[src/rtl/uart_tx_rr_scheduler_if.sv]
// uart_tx_rr_scheduler_if: requester-side and UART-TX-side signals of the round-robin TX scheduler
interface uart_tx_rr_scheduler_if #(
  parameter int NUM_REQ = 4,
  parameter int W_OUT   = 24
);
  localparam int GW = $clog2(NUM_REQ);
  logic [NUM_REQ-1:0]            req_valid;
  logic [NUM_REQ-1:0][W_OUT-1:0] req_data;
  logic [NUM_REQ-1:0]            req_ready;
  logic                          m_valid;
  logic [W_OUT-1:0]              m_data;
  logic                          m_ready;
  logic [GW-1:0]                 grant_id;
  logic                          busy;
  logic [NUM_REQ-1:0]            done;
  modport master (
    input  req_valid, req_data, m_ready,
    output req_ready, m_valid, m_data, grant_id, busy, done
  );
  modport slave (
    output req_valid, req_data, m_ready,
    input  req_ready, m_valid, m_data, grant_id, busy, done
  );
endinterface

[src/rtl/uart_tx_rr_scheduler.sv]
// uart_tx_rr_scheduler: round-robin sharing of one multi-word UART TX among NUM_REQ requesters
module uart_tx_rr_scheduler #(
  parameter int NUM_REQ       = 4,
  parameter int BITS_PER_WORD = 8,
  parameter int W_OUT         = 24,
  parameter int IFG_CLKS      = 0
) (
  input logic                    clk,
  input logic                    rstn,
  uart_tx_rr_scheduler_if.master bus
);
  localparam int GW        = $clog2(NUM_REQ);
  localparam int CW        = IFG_CLKS > 1 ? $clog2(IFG_CLKS) : 1;
  localparam int NUM_WORDS = W_OUT / BITS_PER_WORD;
  if (NUM_WORDS * BITS_PER_WORD != W_OUT) begin : g_bad_width
    $error("W_OUT must be a multiple of BITS_PER_WORD");
  end
  typedef enum logic [1:0] {IDLE, OFFER, DRAIN, GAP} state_t;
  state_t         state, state_n;
  logic [GW-1:0]  ptr, sel;
  logic [GW:0]    idx;
  logic           found;
  logic [CW-1:0]  gap_cnt;
  logic           drain_exit;
  // Scan from the highest offset down so the requester nearest ptr wins.
  always_comb begin
    sel   = ptr;
    found = 1'b0;
    idx   = '0;
    for (int k = NUM_REQ - 1; k >= 0; k--) begin
      idx = {1'b0, ptr} + (GW+1)'(k);
      idx = idx >= (GW+1)'(NUM_REQ) ? idx - (GW+1)'(NUM_REQ) : idx;
      if (bus.req_valid[idx[GW-1:0]]) begin
        sel   = idx[GW-1:0];
        found = 1'b1;
      end
    end
  end
  assign drain_exit = state == DRAIN && bus.m_ready;
  always_comb begin
    state_n = state;
    case (state)
      IDLE:    state_n = found ? OFFER : IDLE;
      OFFER:   state_n = bus.m_ready ? DRAIN : OFFER;
      DRAIN:   state_n = bus.m_ready ? (IFG_CLKS > 0 ? GAP : IDLE) : DRAIN;
      GAP:     state_n = gap_cnt == '0 ? IDLE : GAP;
      default: state_n = IDLE;
    endcase
  end
  assign bus.m_valid   = state == OFFER;
  assign bus.busy      = state != IDLE;
  assign bus.req_ready = (state == IDLE && found) ? NUM_REQ'(1) << sel : '0;
  always_ff @(posedge clk) begin
    if (!rstn) begin
      state        <= IDLE;
      ptr          <= '0;
      bus.m_data   <= '0;
      bus.grant_id <= '0;
      bus.done     <= '0;
      gap_cnt      <= '0;
    end else begin
      state    <= state_n;
      bus.done <= drain_exit ? NUM_REQ'(1) << bus.grant_id : '0;
      gap_cnt  <= drain_exit ? (IFG_CLKS > 0 ? CW'(IFG_CLKS - 1) : '0)
                : (state == GAP && gap_cnt != '0) ? gap_cnt - 1'b1 : gap_cnt;
      if (state == IDLE && found) begin
        bus.m_data   <= bus.req_data[sel];
        bus.grant_id <= sel;
        ptr          <= sel == GW'(NUM_REQ - 1) ? '0 : sel + 1'b1;
      end
    end
  end
endmodule

[src/flat_wrapper.sv]
// flat-port wrapper written by rule: the top's interface ports become plain ports
module uart_tx_rr_scheduler_flat 
#(
  parameter int NUM_REQ       = 4,
  parameter int BITS_PER_WORD = 8,
  parameter int W_OUT         = 24,
  parameter int IFG_CLKS      = 0
)
  (clk, rstn, bus_req_valid, bus_req_data, bus_m_ready, bus_req_ready, bus_m_valid, bus_m_data, bus_grant_id, bus_busy, bus_done);
  uart_tx_rr_scheduler_if #(.NUM_REQ(NUM_REQ), .W_OUT(W_OUT)) bus_i ();
  input logic clk;
  input logic rstn;
  input wire logic [$bits(bus_i.req_valid)-1:0] bus_req_valid;
  input wire logic [$bits(bus_i.req_data)-1:0] bus_req_data;
  input wire logic [$bits(bus_i.m_ready)-1:0] bus_m_ready;
  output wire logic [$bits(bus_i.req_ready)-1:0] bus_req_ready;
  output wire logic [$bits(bus_i.m_valid)-1:0] bus_m_valid;
  output wire logic [$bits(bus_i.m_data)-1:0] bus_m_data;
  output wire logic [$bits(bus_i.grant_id)-1:0] bus_grant_id;
  output wire logic [$bits(bus_i.busy)-1:0] bus_busy;
  output wire logic [$bits(bus_i.done)-1:0] bus_done;
  assign bus_i.req_valid = bus_req_valid;
  assign bus_i.req_data = bus_req_data;
  assign bus_i.m_ready = bus_m_ready;
  assign bus_req_ready = bus_i.req_ready;
  assign bus_m_valid = bus_i.m_valid;
  assign bus_m_data = bus_i.m_data;
  assign bus_grant_id = bus_i.grant_id;
  assign bus_busy = bus_i.busy;
  assign bus_done = bus_i.done;
  uart_tx_rr_scheduler #(.NUM_REQ(NUM_REQ), .BITS_PER_WORD(BITS_PER_WORD), .W_OUT(W_OUT), .IFG_CLKS(IFG_CLKS)) u_core (.clk(clk), .rstn(rstn), .bus(bus_i));
endmodule
[config.mk]
export PLATFORM = sky130hd
export DESIGN_NAME = uart_tx_rr_scheduler_flat
export DESIGN_NICKNAME = d
export VERILOG_FILES = /design/src/rtl/uart_tx_rr_scheduler_if.sv /design/src/rtl/uart_tx_rr_scheduler.sv /design/src/flat_wrapper.sv
export SDC_FILE = /design/constraint.sdc
export NUM_CORES = 1
export LEC_CHECK = 0
export CAP_MARGIN = 20
export CORE_ASPECT_RATIO = 1.4
export CORE_MARGIN = 4
export CORE_UTILIZATION = 30
export CTS_CLUSTER_DIAMETER = 120
export DETAILED_ROUTE_END_ITERATION = 16
export PLACE_DENSITY = 0.78
export REMOVE_ABC_BUFFERS = 1
export SETUP_SLACK_MARGIN = 0.15
export SLEW_MARGIN = 20
export SYNTH_ARGS = -nofsm -noshare
export SYNTH_HDL_FRONTEND = slang
export SYNTH_SLANG_ARGS = --single-unit
[constraint.sdc]
create_clock -name clk -period 5.1 [get_ports clk]
set_input_delay 1.02 -clock clk [delete_from_list [all_inputs] [get_ports clk]]
set_output_delay 1.02 -clock clk [all_outputs]
set_load 0.01 [all_outputs]
==> flow_results.org, run 1 <==
** Worst hold path
- Worst hold start :: u_core.bus.m_data[1]$_SDFFE_PN0P_
- The worst hold path was traced through 2 stages.
- Endpoint of the worst hold-timing path :: u_core.bus.m_data[1]$_SDFFE_PN0P_
- In this run the worst hold path is classified as reg2reg.

** Power
- Pwr/cell area :: 273 nW/um^2
- Lkg Pwr :: 1.31 nW
- Largest voltage drop on the vdd net :: roughly 0.00011 V
- Power comes to between 0.9 and 1 mW.

** Global routing
- Initial antenna violation count :: 0
- Total global routing overflow :: 0
- The first global-routing pass estimated approximately 9.8 mm of wire.
- The via count of the first global-routing pass came to 2131.
- For this run, the total global-route usage over all layers was measured as between 15 and 20%.
- Entering global routing, the biggest net connects 31 pins.

** Critical path
- Critical path buffers and inverters :: 3
- In this run the worst path has a maximum fanout of 7.
- Cell with the biggest individual delay on the critical path :: sky130_fd_sc_hd__clkdlybuf4s50_1
- Path type of the worst setup path :: in2out
- R2R Path Start :: u_core.state[1]$_SDFF_PN0_
- In this run the critical register-to-register path is captured at u_core.bus.m_data[4]$_SDFFE_PN0P_.
- For this run, the slowest stage of the critical path takes around 0.6 ns.
- Critical path data required time :: ~4.1 ns
- Traced cell by cell, the critical path runs through clkdlybuf4s50_1 -> nor2_1 -> a21oi_1 -> buf_4 -> nand2_1 -> nor2_1 -> clkdlybuf4s50_1.
- Kind of end point of the critical path :: primary output
- At the worst endpoint, the arrival time is ~3.3 ns.
- Depth of the most critical reg-to-reg path :: 5
- Stages on the worst setup path :: 7
- Category of the worst setup path launch point :: input pin
- Register-to-register setup slack :: around 2.8 ns
- Family with the most delay on the worst path :: buffers and inverters

** Final layout
- Leading cell type in the layout, fill and taps excluded :: sky130_fd_sc_hd__clkdlybuf4s50_1
- From synthesis to final layout, the design area changed by 72.6%.
- Commonest non-fill, non-tap cells in the layout :: sky130_fd_sc_hd__clkdlybuf4s50_1, sky130_fd_sc_hd__mux2i_1, sky130_fd_sc_hd__dfxtp_1
- Non-filler cells in the finished layout :: roughly 410
- The repair_antennas step left the layout with diodes totalling 0.
- Share of final-layout standard cells stronger than drive strength 1 :: 5.36%
- At the end of the flow, the number of nets in the layout was 438.
- Post-route cell area :: 3430 um^2

** Timing
- Highest achievable clock rate :: ~230 MHz
- The final number of hold-violating endpoints came to 0.
- The worst pin sits at a relative slew slack of between 50% and 60%.
- Setup violations remaining at the end of the flow were counted as 0.
- The routed design could run at a clock period as short as 4.28 ns.
- Unrepaired setup endpoints after global routing :: no
- The final max-slew violation count is 0.
- Post-layout worst setup margin :: ~0.82 ns
- The worst path uses 83.9% of the clock period.
- Setup total negative slack on the finished layout was measured at 0 ns.
- For the pin with the worst max-slew slack, the measured transition is about 0.63 ns.
- Setup clock skew after layout :: 0.00629 ns

** Place
- Once placement completed, the tool counted placed cells totaling 400.
- Routability-driven placement finished with a final weighted congestion of between 0.7 and 0.8.
- Before CTS, the worst setup slack after placement is just over 0.8 ns.
- Area post-placement :: 3350 um^2
- Port buffering added between 100 and 150 buffers.
- Detailed placement finished with a half-perimeter wire length of between 4 and 5 mm.

** Synthesis
- After Yosys synthesis, and, or, nand and nor cells account for between 10 and 15% of the synthesized area.
- A synthesized cell averages 9.84 um^2.
- Share of synthesized area spent on multiplexers :: between 20% and 30%
- Sequential share of the synthesized area :: between 30% and 40%
- Dominant register cell in the synthesized netlist :: sky130_fd_sc_hd__dfxtp_1
- After synthesis the netlist holds a flip-flop and latch count of 35.
- By area the synthesized netlist is led by sky130_fd_sc_hd__dfxtp_1, sky130_fd_sc_hd__mux2i_1, sky130_fd_sc_hd__o221ai_1, sky130_fd_sc_hd__nand2_1, sky130_fd_sc_hd__buf_12.
- Largest family of logic cells by synthesized area :: multiplexers
- The netlist uses 35 different library cells.
- Synthesis produced a netlist whose cell count is 202.
- During synthesis, Yosys emitted a total of 0 warnings.
- Summed over its instances, the top area cell type makes up a little over a third of the synthesized netlist area.
- After synthesis, the share of flip-flops with an asynchronous set or reset is 0%.
- Synthesized-area fraction occupied by ao, oa, aoi and oai cells :: 17.3%
- Of the total synthesized cell area, the portion taken by XOR and XNOR cells is less than 1%.
- Total standard cell area after synthesis :: 1990 um^2
- Fraction of the mapped netlist area in adder cells :: 0%
- Number of synthesized flops with an enable pin :: 0
- Post-synth top area cell :: sky130_fd_sc_hd__dfxtp_1

** Route
- Final ANT Viol Nets :: 0
- In the final routed layout, each cell accounts on average for 15.1 um.
- Post-detailed-routing wire length :: 6.17 mm
- For this run, design rule violations remaining after detail routing come to 0.
- Via-per-instance ratio :: roughly 5
- Pre-antenna DRT Iters :: 4
- For this block, the initial DRC count from the detailed router was 50.
- The detailed router placed 2092 vias in this run.

** Floorplanning
- Top Ports :: 139
- The die covers 8010 um^2.
- Width of the die :: between 70 and 80 um
- Core Rows :: 34
- The initial utilization of the core area, before any placement, comes to between 30% and 40%.
- Floorplan Core Area :: about 6300 um^2
- Height of the die :: ~100 um

** Clock tree
- Buffers from clock root to sink, at most :: 2
- Number of buffers inserted by hold repair at cts :: 0
- TritonCTS built the clock tree.
- The H-tree was split into 2 levels.
- Post-CTS sizing :: 0
- Post-CTS setup buffer count :: 0
- Number of clock buffers inserted by TritonCTS :: 5
- After clock tree synthesis, the clock-pin slew on the worst setup and hold paths is roughly 0.060 ns.
- Buffer cell driving the clock tree root :: sky130_fd_sc_hd__clkbuf_8
- Number of sinks on the clock net :: 35
- Skew-Pair Late Insertion Delay :: roughly 0.28 ns

** Outcome
- The flow ran to the end, and the final reports show no timing, DRC or antenna violations.

** Run
- The tool flagged a number of max-cap violations equal to 0.
-- sequential cells by signal (all words and copies together) (netlist names) --
register / cells
u_core.bus.grant_id: 2
u_core.bus.m_data: 24
u_core.gap_cnt: 1
u_core.state: 2
u_core.ptr: 2
u_core.bus.done: 4
-- area by class of cell --
cell class,count,area [um^2]
clock inverters,1,5.00
clock buffers,7,76.3
well taps,72,90.1
inverters,6,22.5
fillers,593,2910
flip-flops and latches,35,701
multi-input cells,146,1130
repair buffers,141,1400
-- per-stage QoR --
stage | utilization [%] | hold WS (ns)
after global placement | 52.8 | 0.443
after global routing | 54.1 | 0.490
after CTS | 54.1 | 0.472
final | 54.1 | 0.462
after detailed placement | 52.8 | 0.449
after floorplan | - | 0.475
-- worst max-delay path by stage --
stage / startpoint / endpoint / slack (ns)
CTS: bus_req_valid[1] / bus_req_ready[0] / 0.82
detailed placement: bus_req_valid[1] / bus_req_ready[0] / 0.82
global placement: bus_req_valid[1] / bus_req_ready[0] / 0.93
floorplan: bus_req_valid[0] / bus_req_ready[1] / -0.86
global route: bus_req_valid[1] / bus_req_ready[1] / 0.66
finish: bus_req_valid[1] / bus_req_ready[0] / 0.82
-- routing by layer --
layer / global-route usage [%] / up-vias / routed length, um
met3: 6.15 / 10 / 548
met4: 4.27 / 0 / 91
met5: 0 / - / 0
li1: - / 1016 / -
met2: 28.6 / 90 / 3360
met1: 14.5 / 976 / 2170
-- synth_stat cells, drive strengths merged (2+ instances only) --
cell / n
o21ai: 4
nor2b: 4
nand2: 29
mux2i: 49
buf: 12
a21oi: 4
nand3: 3
nor2: 9
nor3b: 2
o22ai: 3
dfxtp: 35
clkbuf: 3
o221ai: 24
and3: 2
inv: 6
-- power by group --
part | leakage, nW | total, mW | switching (mW) | internal, mW
logic | 0.980 | 0.401 | 0.167 | 0.234
registers | 0.288 | 0.342 | 0.0270 | 0.315
clock network | 0.0422 | 0.192 | 0.0960 | 0.0958
-- worst reg2reg max path, stage by stage (launching register included) --
cell and delay, ns:
sky130_fd_sc_hd__dfxtp_1 0.38, sky130_fd_sc_hd__or2_1 0.28, sky130_fd_sc_hd__a21oi_1 0.51, sky130_fd_sc_hd__buf_4 0.27
sky130_fd_sc_hd__nand3_2 0.44, sky130_fd_sc_hd__o221ai_1 0.39
-- kinds of logic after synthesis --
logic type	Yosys count
buffers and inverters	21
muxes	49
and+or+nand+nor	55
xor gates and xnor gates	1
DFF	35
AOI/OAI and AO/OA	41
Note: power is estimated with default switching activity, not from simulation.
==> run 2: changes to the inputs <==
Clock period 5.1 ns to 4 ns, I/O delays scaled along.
==> run 2 against run 1 <==
Effect of this change:
- non-clock buffer count up 2
- combinational power up 28%
- register-to-register slack worse by 0.83 ns
- wire length down 1.7%
- clock power up 72%
- highest routed layer unchanged
==> flow_results.org, run 2 (synthesized netlist as in run 1, its figures left out) <==
** Outcome
- The flow ran to the end, and the final reports show no timing, DRC or antenna violations.

** Floorplanning
- During I/O placement, the number of pins put on the boundary was ~140.
- The floorplan has 34 rows.
- Height of the die :: between 100 and 150 um
- Width of the die :: ~77 um
- Floorplan Core Area :: around 6300 um^2
- Initial standard-cell utilization of the core :: 31.4%
- Overall die area :: about 8000 um^2

** Clock tree
- Buffers from clock root to sink, at most :: 2
- The later pin in the worst-skew pair is clocked with a latency of 0.28 ns.
- Post-CTS setup buffer count :: 0
- H-tree depth reported by CTS :: 2
- Post-CTS sizing :: 0
- Clock-pin slew was measured on the worst setup and hold paths at ~0.070 ns.
- Buffer cell driving the clock tree root :: sky130_fd_sc_hd__clkbuf_8
- Clock tree synthesis inserted a total of 5 buffers.
- TritonCTS built the clock tree.
- Hold repair after CTS inserted 0 buffers.
- Number of sinks on the clock net :: 35

** Critical path
- Kind of end point of the critical path :: primary output
- Data on the critical path is required at its endpoint by between 3 and 4 ns.
- Path type of the worst setup path :: in2out
- The signal on the critical path passes through clkdlybuf4s50_1 -> o21ai_0 -> a221oi_4 -> inv_1 -> nor2_1 -> clkdlybuf4s50_1.
- The largest single stage delay on the critical path is 0.58 ns.
- On the critical path, the stage with the largest delay is an instance of sky130_fd_sc_hd__clkdlybuf4s50_1.
- CP arrival :: approximately 2.8 ns
- In this run the register-to-register setup slack is ~1.9 ns.
- The worst setup path is launched from an input pin.
- Worst path most repeated cell :: sky130_fd_sc_hd__clkdlybuf4s50_1
- In this run the worst path has a maximum fanout of 6.

** Power
- Fraction of power spent switching nets :: slightly below 30%
- Summed over all nets, the switching power comes to between 0.3 and 0.4 mW.
- Overall power consumption after layout is estimated at about 1.3 mW.
- Of the total power, the clock network draws roughly 26%.
- The internal portion of the total power is ~0.9 mW.
- Dividing total power by cell area gives a power density of ~370 nW/um^2.
- Lkg Pwr :: about 1.3 nW
- VDD sags by at most roughly 0.00016 V.
- In this run, flip-flops and latches consume roughly a third of the power.
- Of the total power, combinational logic draws around two fifths.

** Timing
- Fin. Hold Viols :: 0
- Slew Limit Fails :: 0
- The clock period could shrink to approximately 3.6 ns.
- For the pin with the worst max-slew slack, the measured transition is between 0.5 and 0.6 ns.
- In the finished design, the share of the clock period the worst path needs comes to 90.0%.
- Setup repair after global routing left no endpoint under its margin.
- Derived from the worst setup path, the maximum achievable clock frequency is 278 MHz.
- Relative slew margins :: between 60% and 70%
- For the final database, setup skew stands at ~0.0067 ns.
- Setup violations remaining at the end of the flow were counted as 0.

** Final layout
- In the final layout, the registers with the most flip-flops are u_core.bus.m_data (24), u_core.bus.done (4).
- Leaving out fill and tap cells, the most frequent cell in the layout is sky130_fd_sc_hd__clkdlybuf4s50_1.
- Top reg by flops :: u_core.bus.m_data
- The finished cells cover approximately 3500 um^2.
- Share of final-layout standard cells stronger than drive strength 1 :: ~6.5%
- After the last flow step, the layout net total stands at 440.
- Count of antenna diodes in the layout :: 0
- Commonest non-fill, non-tap cells in the layout :: sky130_fd_sc_hd__clkdlybuf4s50_1, sky130_fd_sc_hd__mux2i_1, sky130_fd_sc_hd__dfxtp_1
- From synthesis to final layout, the design area changed by 75.0%.
- Measured on the finished design, the core utilization comes to ~55%.
- The register with the most flip-flops in the layout has 24 of them.

** Route
- The highest metal layer carrying signal wires in the routed design is met4.
- The detailed router put a total of approximately 2.1 mm of wire on met1.
- The routed layout has around 2100 vias.
- For this block, the routed nets add up to 6.06 mm of wire.
- Wire length on met3 :: 575 um
- The detail route stage leaves a number of antenna-violating nets equal to 0.
- In the routed layout, each cell is associated on average with a via count of slightly above 5.
- Post-detailed-route DRC marker count :: 0
- The routed design uses between 3 and 4 mm of met2 wire.
- Iteration-0 DRC count of the detailed router :: between 50 and 60
- Dividing the detail-routed wire length by the instance count gives 14.8 um.
- Before antenna repair, the detailed router went through 4 iterations.

** Run
- Max cap viols :: 0

** Global routing
- The first global-routing pass estimated between 9 and 10 mm of wire.
- Global routing used 14.9% of the available tracks across all layers.
- For this run the aggregate overflow at the end of global routing stands at 0.
- Pin count of the biggest net entering global routing :: 27
- The number of antenna violations at the first check in global routing is 0.
- Vias in the first global route :: 2112

** Worst hold path
- Hold Crit Class :: reg2reg

** Place
- Input and output buffers added on the ports amount to between 100 and 150.
- Area post-placement :: approximately 3400 um^2
- Detailed placement finished with a half-perimeter wire length of ~4.9 mm.
- Routability congestion estimate from global placement :: between 0.7 and 0.8
-- run 2: cell types whose count changed in the layout (fill, tap and decap cells not counted), sizes merged --
cell	before	now
clkbuf	7	6
buf	3	5
bufinv	0	1
-- run 2: layout make-up --
cell class                      count  area [um^2]
Fill cell                         580         2860
Timing Repair Buffer              143         1420
Multi-Input combinational cell    146         1130
Sequential cell                    35          701
Tap cell                           72         90.1
Clock buffer                        6         82.6
Clock inverter                      2         35.0
Inverter                            6         22.5
-- run 2: power by group through the flow --
stage | clock, mW | combinational [mW] | sequential (mW)
floorplan | 0 | 0.250 | 0.461
global placement | 0 | 0.514 | 0.440
detailed placement | 0 | 0.520 | 0.442
CTS | 0.338 | 0.521 | 0.434
global route | 0.357 | 0.555 | 0.442
finish | 0.330 | 0.513 | 0.434
-- run 2: worst max-delay path, delay by kind of cell --
kind | cells | cell delay, ns
compound gates | 2 | 0.60
buf+inv | 3 | 1.25
simple gates | 1 | 0.14
-- run 2: path summary, 6_finish.rpt --
path | start | endpoint | cells past startpoint
min reg2reg | u_core.bus.m_data[21]$_SDFFE_PN0P_ | u_core.bus.m_data[21]$_SDFFE_PN0P_ | 2
max reg2reg | u_core.ptr[1]$_SDFFE_PN0P_ | u_core.bus.m_data[21]$_SDFFE_PN0P_ | 6
max | bus_req_valid[3] | bus_req_ready[1] | 6
min | u_core.bus.m_data[21]$_SDFFE_PN0P_ | u_core.bus.m_data[21]$_SDFFE_PN0P_ | 2
-- run 2: metal layers --
layer	track usage, %	vias up
met5	0	-
met4	3.63	0
met3	5.81	8
met2	28.7	85
met1	14.5	958
li1	-	1020
-- run 2: per-stage QoR --
step	TNS (ns)	cells	setup WS [ns]	hold WS (ns)
floorplan	-27.82	187	-1.52	0.475
global placement	0	402	0.433	0.442
detailed placement	0	402	0.404	0.447
CTS	0	410	0.402	0.465
global route	0	410	0.289	0.492
finish	0	410	0.401	0.462
